## src/rtl/wb_pkg.sv

```systemverilog
// wb_pkg
//   Shared definitions for the Wishbone master controller: the command
//   op encoding, the controller state enum and small decode helpers.
//   Imported by wb_master_ctrl and wb_ack_timer.
package wb_pkg;

  // Command op encoding as presented on cmd_op_i.
  typedef enum logic [1:0] {
    OP_READ    = 2'd0,
    OP_WRITE   = 2'd1,
    OP_RMW     = 2'd2,
    OP_ILLEGAL = 2'd3
  } wb_op_e;

  // Controller states.
  typedef enum logic [2:0] {
    ST_IDLE = 3'd0,
    ST_RD   = 3'd1,
    ST_GAP  = 3'd2,
    ST_WR   = 3'd3,
    ST_RSP  = 3'd4
  } wb_state_e;

  // Ops whose first bus phase is a read strobe.
  function automatic logic op_starts_with_read(input wb_op_e op);
    return (op == OP_READ) || (op == OP_RMW);
  endfunction

  // Width of a counter able to hold values 0..max_val.
  function automatic int cnt_width(input int max_val);
    return (max_val < 2) ? 1 : $clog2(max_val + 1);
  endfunction

endpackage : wb_pkg

```

## src/rtl/wb_ack_timer.sv

```systemverilog
// wb_ack_timer
//   Per-phase acknowledge timeout counter. It counts clock edges on which
//   the strobe is asserted; the count is held at zero whenever the strobe
//   is low, so it restarts automatically on entry to every strobe phase.
//   expired is high on the TIMEOUT-th strobe cycle of a phase, so the
//   controller sees exactly TIMEOUT strobe cycles before giving up.
// Ports
//   clk_i   : clock, rising edge
//   rst_i   : asynchronous active-low reset
//   run     : strobe currently asserted (phase in progress)
//   expired : last allowed strobe cycle of the phase, no ack yet
module wb_ack_timer
  import wb_pkg::*;
#(
  parameter int TIMEOUT = 16
) (
  input  logic clk_i,
  input  logic rst_i,
  input  logic run,
  output logic expired
);

  localparam int CNT_W = cnt_width(TIMEOUT);
  localparam logic [CNT_W-1:0] LAST = CNT_W'(TIMEOUT - 1);

  logic [CNT_W-1:0] count;

  assign expired = run && (count == LAST);

  always_ff @(posedge clk_i or negedge rst_i) begin
    if (!rst_i) begin
      count <= '0;
    end else if (!run) begin
      count <= '0;
    end else if (!expired) begin
      count <= count + 1'b1;
    end
  end

endmodule : wb_ack_timer

```

## src/rtl/wb_master_ctrl.sv

```systemverilog
// wb_master_ctrl
//   Single-outstanding Wishbone classic master. Accepts one command
//   (read, write, read-modify-write or illegal) through a valid/ready
//   handshake, runs the bus phases and returns one response through a
//   valid/ready handshake. All bus outputs are registered.
//   A read-modify-write keeps cyc_o asserted across both phases with one
//   idle cycle (stb_o low) between the read and the write strobe.
// Ports
//   clk_i, rst_i                    : clock, async active-low reset
//   cmd_valid_i/cmd_ready_o         : command handshake
//   cmd_op_i/adr/sel/dat            : command fields, captured on accept
//   rsp_valid_o/rsp_ready_i         : response handshake
//   rsp_dat_o/rsp_err_o             : read data, timeout/illegal flag
//   adr_o/dat_o/dat_i/sel_o/we_o    : Wishbone address/data/select/write
//   cyc_o/stb_o/ack_i               : Wishbone cycle/strobe/acknowledge
module wb_master_ctrl
  import wb_pkg::*;
#(
  parameter  int ADDR_WIDTH  = 16,
  parameter  int DATA_WIDTH  = 32,
  parameter  int GRANULE     = 8,
  parameter  int ACK_TIMEOUT = 16,
  localparam int SEL_WIDTH   = DATA_WIDTH / GRANULE
) (
  input  logic                  clk_i,
  input  logic                  rst_i,
  // command side
  input  logic                  cmd_valid_i,
  output logic                  cmd_ready_o,
  input  logic [1:0]            cmd_op_i,
  input  logic [ADDR_WIDTH-1:0] cmd_adr_i,
  input  logic [SEL_WIDTH-1:0]  cmd_sel_i,
  input  logic [DATA_WIDTH-1:0] cmd_dat_i,
  // response side
  output logic                  rsp_valid_o,
  input  logic                  rsp_ready_i,
  output logic [DATA_WIDTH-1:0] rsp_dat_o,
  output logic                  rsp_err_o,
  // Wishbone master
  output logic [ADDR_WIDTH-1:0] adr_o,
  output logic [DATA_WIDTH-1:0] dat_o,
  input  logic [DATA_WIDTH-1:0] dat_i,
  output logic [SEL_WIDTH-1:0]  sel_o,
  output logic                  we_o,
  output logic                  cyc_o,
  output logic                  stb_o,
  input  logic                  ack_i
);

  wb_state_e             state;
  wb_op_e                op_reg;
  logic [DATA_WIDTH-1:0] dat_reg;
  logic                  timed_out;
  logic                  bus_ack;
  wb_op_e                cmd_op;

  assign cmd_op  = wb_op_e'(cmd_op_i);
  // An ack outside a strobe phase carries no meaning and is dropped here.
  assign bus_ack = ack_i && stb_o;

  wb_ack_timer #(
    .TIMEOUT (ACK_TIMEOUT)
  ) u_ack_timer (
    .clk_i   (clk_i),
    .rst_i   (rst_i),
    .run     (stb_o),
    .expired (timed_out)
  );

  always_ff @(posedge clk_i or negedge rst_i) begin
    if (!rst_i) begin
      state       <= ST_IDLE;
      op_reg      <= OP_READ;
      dat_reg     <= '0;
      cmd_ready_o <= 1'b0;
      rsp_valid_o <= 1'b0;
      rsp_dat_o   <= '0;
      rsp_err_o   <= 1'b0;
      adr_o       <= '0;
      dat_o       <= '0;
      sel_o       <= '0;
      we_o        <= 1'b0;
      cyc_o       <= 1'b0;
      stb_o       <= 1'b0;
    end else begin
      unique case (state)
        ST_IDLE: begin
          if (cmd_valid_i && cmd_ready_o) begin
            op_reg      <= cmd_op;
            adr_o       <= cmd_adr_i;
            sel_o       <= cmd_sel_i;
            dat_reg     <= cmd_dat_i;
            rsp_dat_o   <= '0;
            rsp_err_o   <= 1'b0;
            cmd_ready_o <= 1'b0;
            if (op_starts_with_read(cmd_op)) begin
              state <= ST_RD;
              cyc_o <= 1'b1;
              stb_o <= 1'b1;
              we_o  <= 1'b0;
            end else if (cmd_op == OP_WRITE) begin
              state <= ST_WR;
              cyc_o <= 1'b1;
              stb_o <= 1'b1;
              we_o  <= 1'b1;
              dat_o <= cmd_dat_i;
            end else begin
              // Illegal op: answer straight away, never touch the bus.
              state       <= ST_RSP;
              rsp_valid_o <= 1'b1;
              rsp_err_o   <= 1'b1;
            end
          end else begin
            // Also raises ready on the first edge after reset release.
            cmd_ready_o <= 1'b1;
          end
        end

        ST_RD: begin
          if (bus_ack) begin
            rsp_dat_o <= dat_i;
            stb_o     <= 1'b0;
            if (op_reg == OP_RMW) begin
              // Keep cyc_o so the bus stays locked for the write phase.
              state <= ST_GAP;
            end else begin
              state       <= ST_RSP;
              cyc_o       <= 1'b0;
              rsp_valid_o <= 1'b1;
            end
          end else if (timed_out) begin
            // Abandon the whole command, including any pending write phase.
            state       <= ST_RSP;
            cyc_o       <= 1'b0;
            stb_o       <= 1'b0;
            rsp_valid_o <= 1'b1;
            rsp_err_o   <= 1'b1;
          end
        end

        ST_GAP: begin
          state <= ST_WR;
          stb_o <= 1'b1;
          we_o  <= 1'b1;
          dat_o <= dat_reg;
        end

        ST_WR: begin
          if (bus_ack || timed_out) begin
            state       <= ST_RSP;
            cyc_o       <= 1'b0;
            stb_o       <= 1'b0;
            we_o        <= 1'b0;
            dat_o       <= '0;
            rsp_valid_o <= 1'b1;
            rsp_err_o   <= !bus_ack;
          end
        end

        ST_RSP: begin
          if (rsp_ready_i) begin
            state       <= ST_IDLE;
            rsp_valid_o <= 1'b0;
            cmd_ready_o <= 1'b1;
          end
        end

        default: begin
          state       <= ST_IDLE;
          cyc_o       <= 1'b0;
          stb_o       <= 1'b0;
          we_o        <= 1'b0;
          rsp_valid_o <= 1'b0;
          cmd_ready_o <= 1'b0;
        end
      endcase
    end
  end

endmodule : wb_master_ctrl

```

## config.mk

```make
export PLATFORM = sky130hd
export DESIGN_NAME = wb_master_ctrl
export DESIGN_NICKNAME = d
export VERILOG_FILES = /design/src/rtl/wb_pkg.sv /design/src/rtl/wb_ack_timer.sv /design/src/rtl/wb_master_ctrl.sv
export SDC_FILE = /design/constraint.sdc
export NUM_CORES = 1
export LEC_CHECK = 0
export CORE_MARGIN = 3
export CORE_UTILIZATION = 50
export CTS_BUF_LIST = sky130_fd_sc_hd__clkbuf_8
export DETAILED_ROUTE_END_ITERATION = 12
export PLACE_DENSITY = 0.92
export SETUP_SLACK_MARGIN = 0.02
export SYNTH_ARGS = -nofsm -noshare
export SYNTH_HDL_FRONTEND = slang
export SYNTH_SLANG_ARGS = --single-unit
```

## constraint.sdc

```tcl
create_clock -name clk_i -period 3.98 [get_ports clk_i]
set_input_delay 0.398 -clock clk_i [delete_from_list [all_inputs] [get_ports clk_i]]
set_output_delay 0.398 -clock clk_i [all_outputs]
set_load 0.01 [all_outputs]
```

==> qor.tcl <==
set qor(status) {finished, final reports clean}
set qor(first_pass_iteration_count_of_the_detailed_router) 4
set qor(clk_latency_ps) 430
set qor(core_area_um2) 11500
set qor(p_clk_share_pct) 19.2
set qor(cts-hold-fix-buffers) 0
set qor(mostFrequentLayoutCell) {clkdlybuf4s50_1}
set qor(synth_warnings) 0
set qor(internal_power_mw) 4.10
set qor(share_comb_of_total_power_pct) 42.6
set qor(postCtsResizedCells) 0
set qor(synth.yosys.seq_area_share_pct) 56.1
set qor(design.final.nets) 782
set qor(post_cts_buffers) 0
set qor(clk_pin_slew_ps) 80
set qor(synth_unique_cells) 47
set qor(slew_violations) 0
set qor(routability_cong) 0.825
set qor(power-per-cell-area_nw_per_um2) 761
set qor(critical_path.slowest_cell) {dfrtp_1}
set qor(maxCapViolCount) 0
set qor(gr-total-overflow) 0
set qor(num_io_pins) 181
set qor(grt_usage_pct) 22.6
set qor(max_stage_delay_ps) 400
set qor(final_instance_area_um2) 8110
set qor(synth_top_flop_cell) {dfrtp_1}
set qor(irDropWorstVdd_mv) 0.491
set qor(critPathMaxFanout) 32
set qor(drt-vias-per-instance) 5.29
set qor(worstSetupPathType) {flop to flop}
set qor(h_tree_level_count) 4
set qor(synthesis.nets) 613
set qor(netSwitchingFraction_pct) 33.5
set qor(grt_first_pass_wirelength_um) 23200
set qor(die-height_um) 115
set qor(post_route_cells_drive_above_1_share_pct) 18.1
set qor(r2r_setup_slack_ps) 1390
set qor(mappedNetlistArea_um2) 5890
set qor(asr_flop_ratio_synth_pct) 100
set qor(detail_route.wl_per_cell_um) 16.8
set qor(number_of_antenna_violations_at_the_first_check_in_global_routing) 0
set qor(dr_total_vias) 4472
set qor(netSwitchingPower_mw) 2.07
set qor(layout_min_cycle_time_ps) 2590
set qor(tritoncts) {yes}
set qor(multi_input_area_um2) 2230
set qor(post_dp_cell_area_um2) 7680
set qor(clock_tree.root_cell) {clkbuf_8}
set qor(post_synth_inst_count) 520
set qor(unrepaired_setup_endpoints_after_global_routing) {false}
set qor(die_w_um) 115
set qor(critical_path.cell_chain) {ha_1 > and3_1 > ha_1 > o21ai_0 > a21bo_2 > a21oi_4 > buf_4 > mux2_2}
set qor(cp.arrival_ps) 2900
set qor(crit_top_cell) {ha_1}
set qor(tightest_slew_ps) 1060
set qor(tritoncts_num_sinks) 132
set qor(synth.ff_latch_count) 132
set qor(most-common-layout-cells) {179 x clkdlybuf4s50_1, 132 x dfrtp_1, 80 x mux2_2}
set qor(synth_edf_count) 0
set qor(clock-skew-final_ps) 13.4
set qor(cp-startpoint) {u_ack_timer.count[0]}
set qor(finalWirelength_um) 14200
set qor(cp-end-kind) {flop}
set qor(antenna_cells) 0
set qor(cts_inserted_buffers) 17
set qor(slew-limit-headroom_pct) 29.2
set qor(timing.final.hold_violations) 0
set qor(placementRows) 39
set qor(route.antenna.remaining_nets) 0
set qor(finalSetupViolations) 0
set qor(nFillCells) 783
set qor(grt_pass1_vias) 4764
set qor(area.sequential_um2) 3300
set qor(drt_iter0_markers) 406
set qor(pwr-share-seq_pct) 38.1
set qor(min_period_over_period_pct) 65.1
set qor(avgSynthCellArea_um2) 11.3
set qor(max_freq_ghz) 0.386
set qor(required_ps) 4290
set qor(die-area_um2) 13100
set qor(p_r_area_growth_vs_syn_pct) 37.8
set qor(max-clock-path-buffers) 2
set qor(holdCritPathClass) {input pin to async pin}
set qor(timing.critical_path.from_type) {flop}
set qor(port_buffers) 180
set qor(initial_core_util_pct) 51.3
set qor(total_leakage_power_nw) 3.47
set qor(drc) 0
set qor(hpwlAfterDp_um) 10000
set qor(crit-reg2reg-launch) {u_ack_timer.count[0]}
set qor(fin_tns_setup_ps) 0
set qor(finish.utilization_pct) 70.7
set qor(largest_net_degree_at_the_start_of_global_routing) 75
[power groups by stage]
stage | clock [mW] | combinational (mW) | sequential (mW)
2_1_floorplan | 0 | 1.37 | 2.44
3_3_place_gp | 0 | 2.55 | 2.32
3_5_place_dp | 0 | 2.66 | 2.38
4_1_cts | 1.22 | 2.67 | 2.36
5_1_grt | 1.29 | 2.88 | 2.43
6_report | 1.19 | 2.63 | 2.35
[critical path, delay by kind of cell (launching register included)]
family	cells	cell delay, ps
simple gates	1	170
mux	1	400
flops	1	400
compound gates	3	580
buf+inv	1	390
fa+ha+maj	2	530
[synth_stat cells, drive strengths merged, types with 2 or more instances]
master	number	area [um2]
a21o	3	22.5
a21oi	8	51.3
a31oi	3	18.8
and2	6	37.5
buf	22	186
clkbuf	11	41.3
dfrtp	132	3300
ha	2	25.0
inv	34	128
mux2	87	980
mux2i	2	20.0
nand2	72	273
nand2b	3	18.8
nand3	32	160
nand3b	2	15.0
nand4	2	12.5
nor2	6	41.3
o211ai	2	15.0
o21ai	70	350
xnor2	3	26.3
[metal layers]
layer,vias to the layer above,part of all wire [%],track usage (%)
li1,2112,-,-
met1,2170,41,27.8
met2,176,48,37.0
met3,14,9.4,8.30
met4,0,1.4,7.28
met5,-,0,0
[kinds of logic (layout without fill, tap and decap cells)]
| kind of cell | Yosys count | count (layout) | synth area share (%) |
|---|---|---|---|
| flops | 132 | 132 | 56.1 |
| buf+inv | 68 | 250 | 6.10 |
| simple gates | 133 | 133 | 11.0 |
| mux | 89 | 89 | 17.0 |
| compound gates | 93 | 93 | 8.99 |
| xor+xnor | 3 | 3 | 0.446 |
| fa+ha+maj | 2 | 2 | 0.425 |
[stage by stage]
| step | std cells | hold slack [ps] | total power [mW] | worst slack [ps] |
|---|---|---|---|---|
| 2_1_floorplan | 520 | 102 | 3.82 | 1830 |
| 3_3_place_gp | 813 | 461 | 4.87 | 1520 |
| 3_5_place_dp | 813 | 477 | 5.03 | 1400 |
| 4_1_cts | 845 | 36.3 | 6.24 | 1380 |
| 5_1_grt | 845 | 51.9 | 6.61 | 1260 |
| 6_report | 845 | 33.1 | 6.17 | 1390 |
[final cells by class]
class	count	area share, %
tap	143	2.21
clock buffer	20	3.39
sequential	132	40.7
clock inverter	12	1.90
timing repair buffer	183	22.6
multi-input combinational	320	27.5
inverter	35	1.62
[worst paths after layout]
| check | end | cells after the start |
|---|---|---|
| setup / recovery | dat_o[10] | 8 |
| hold / removal | adr_o[15] | 1 |
| setup reg to reg | dat_o[10] | 8 |
| hold reg to reg | op_reg[0] | 1 |
| max in group asynchronous | rsp_dat_o[14] | 2 |
| min in group clk_i | op_reg[0] | 1 |
(Power assumes the default switching activity.)
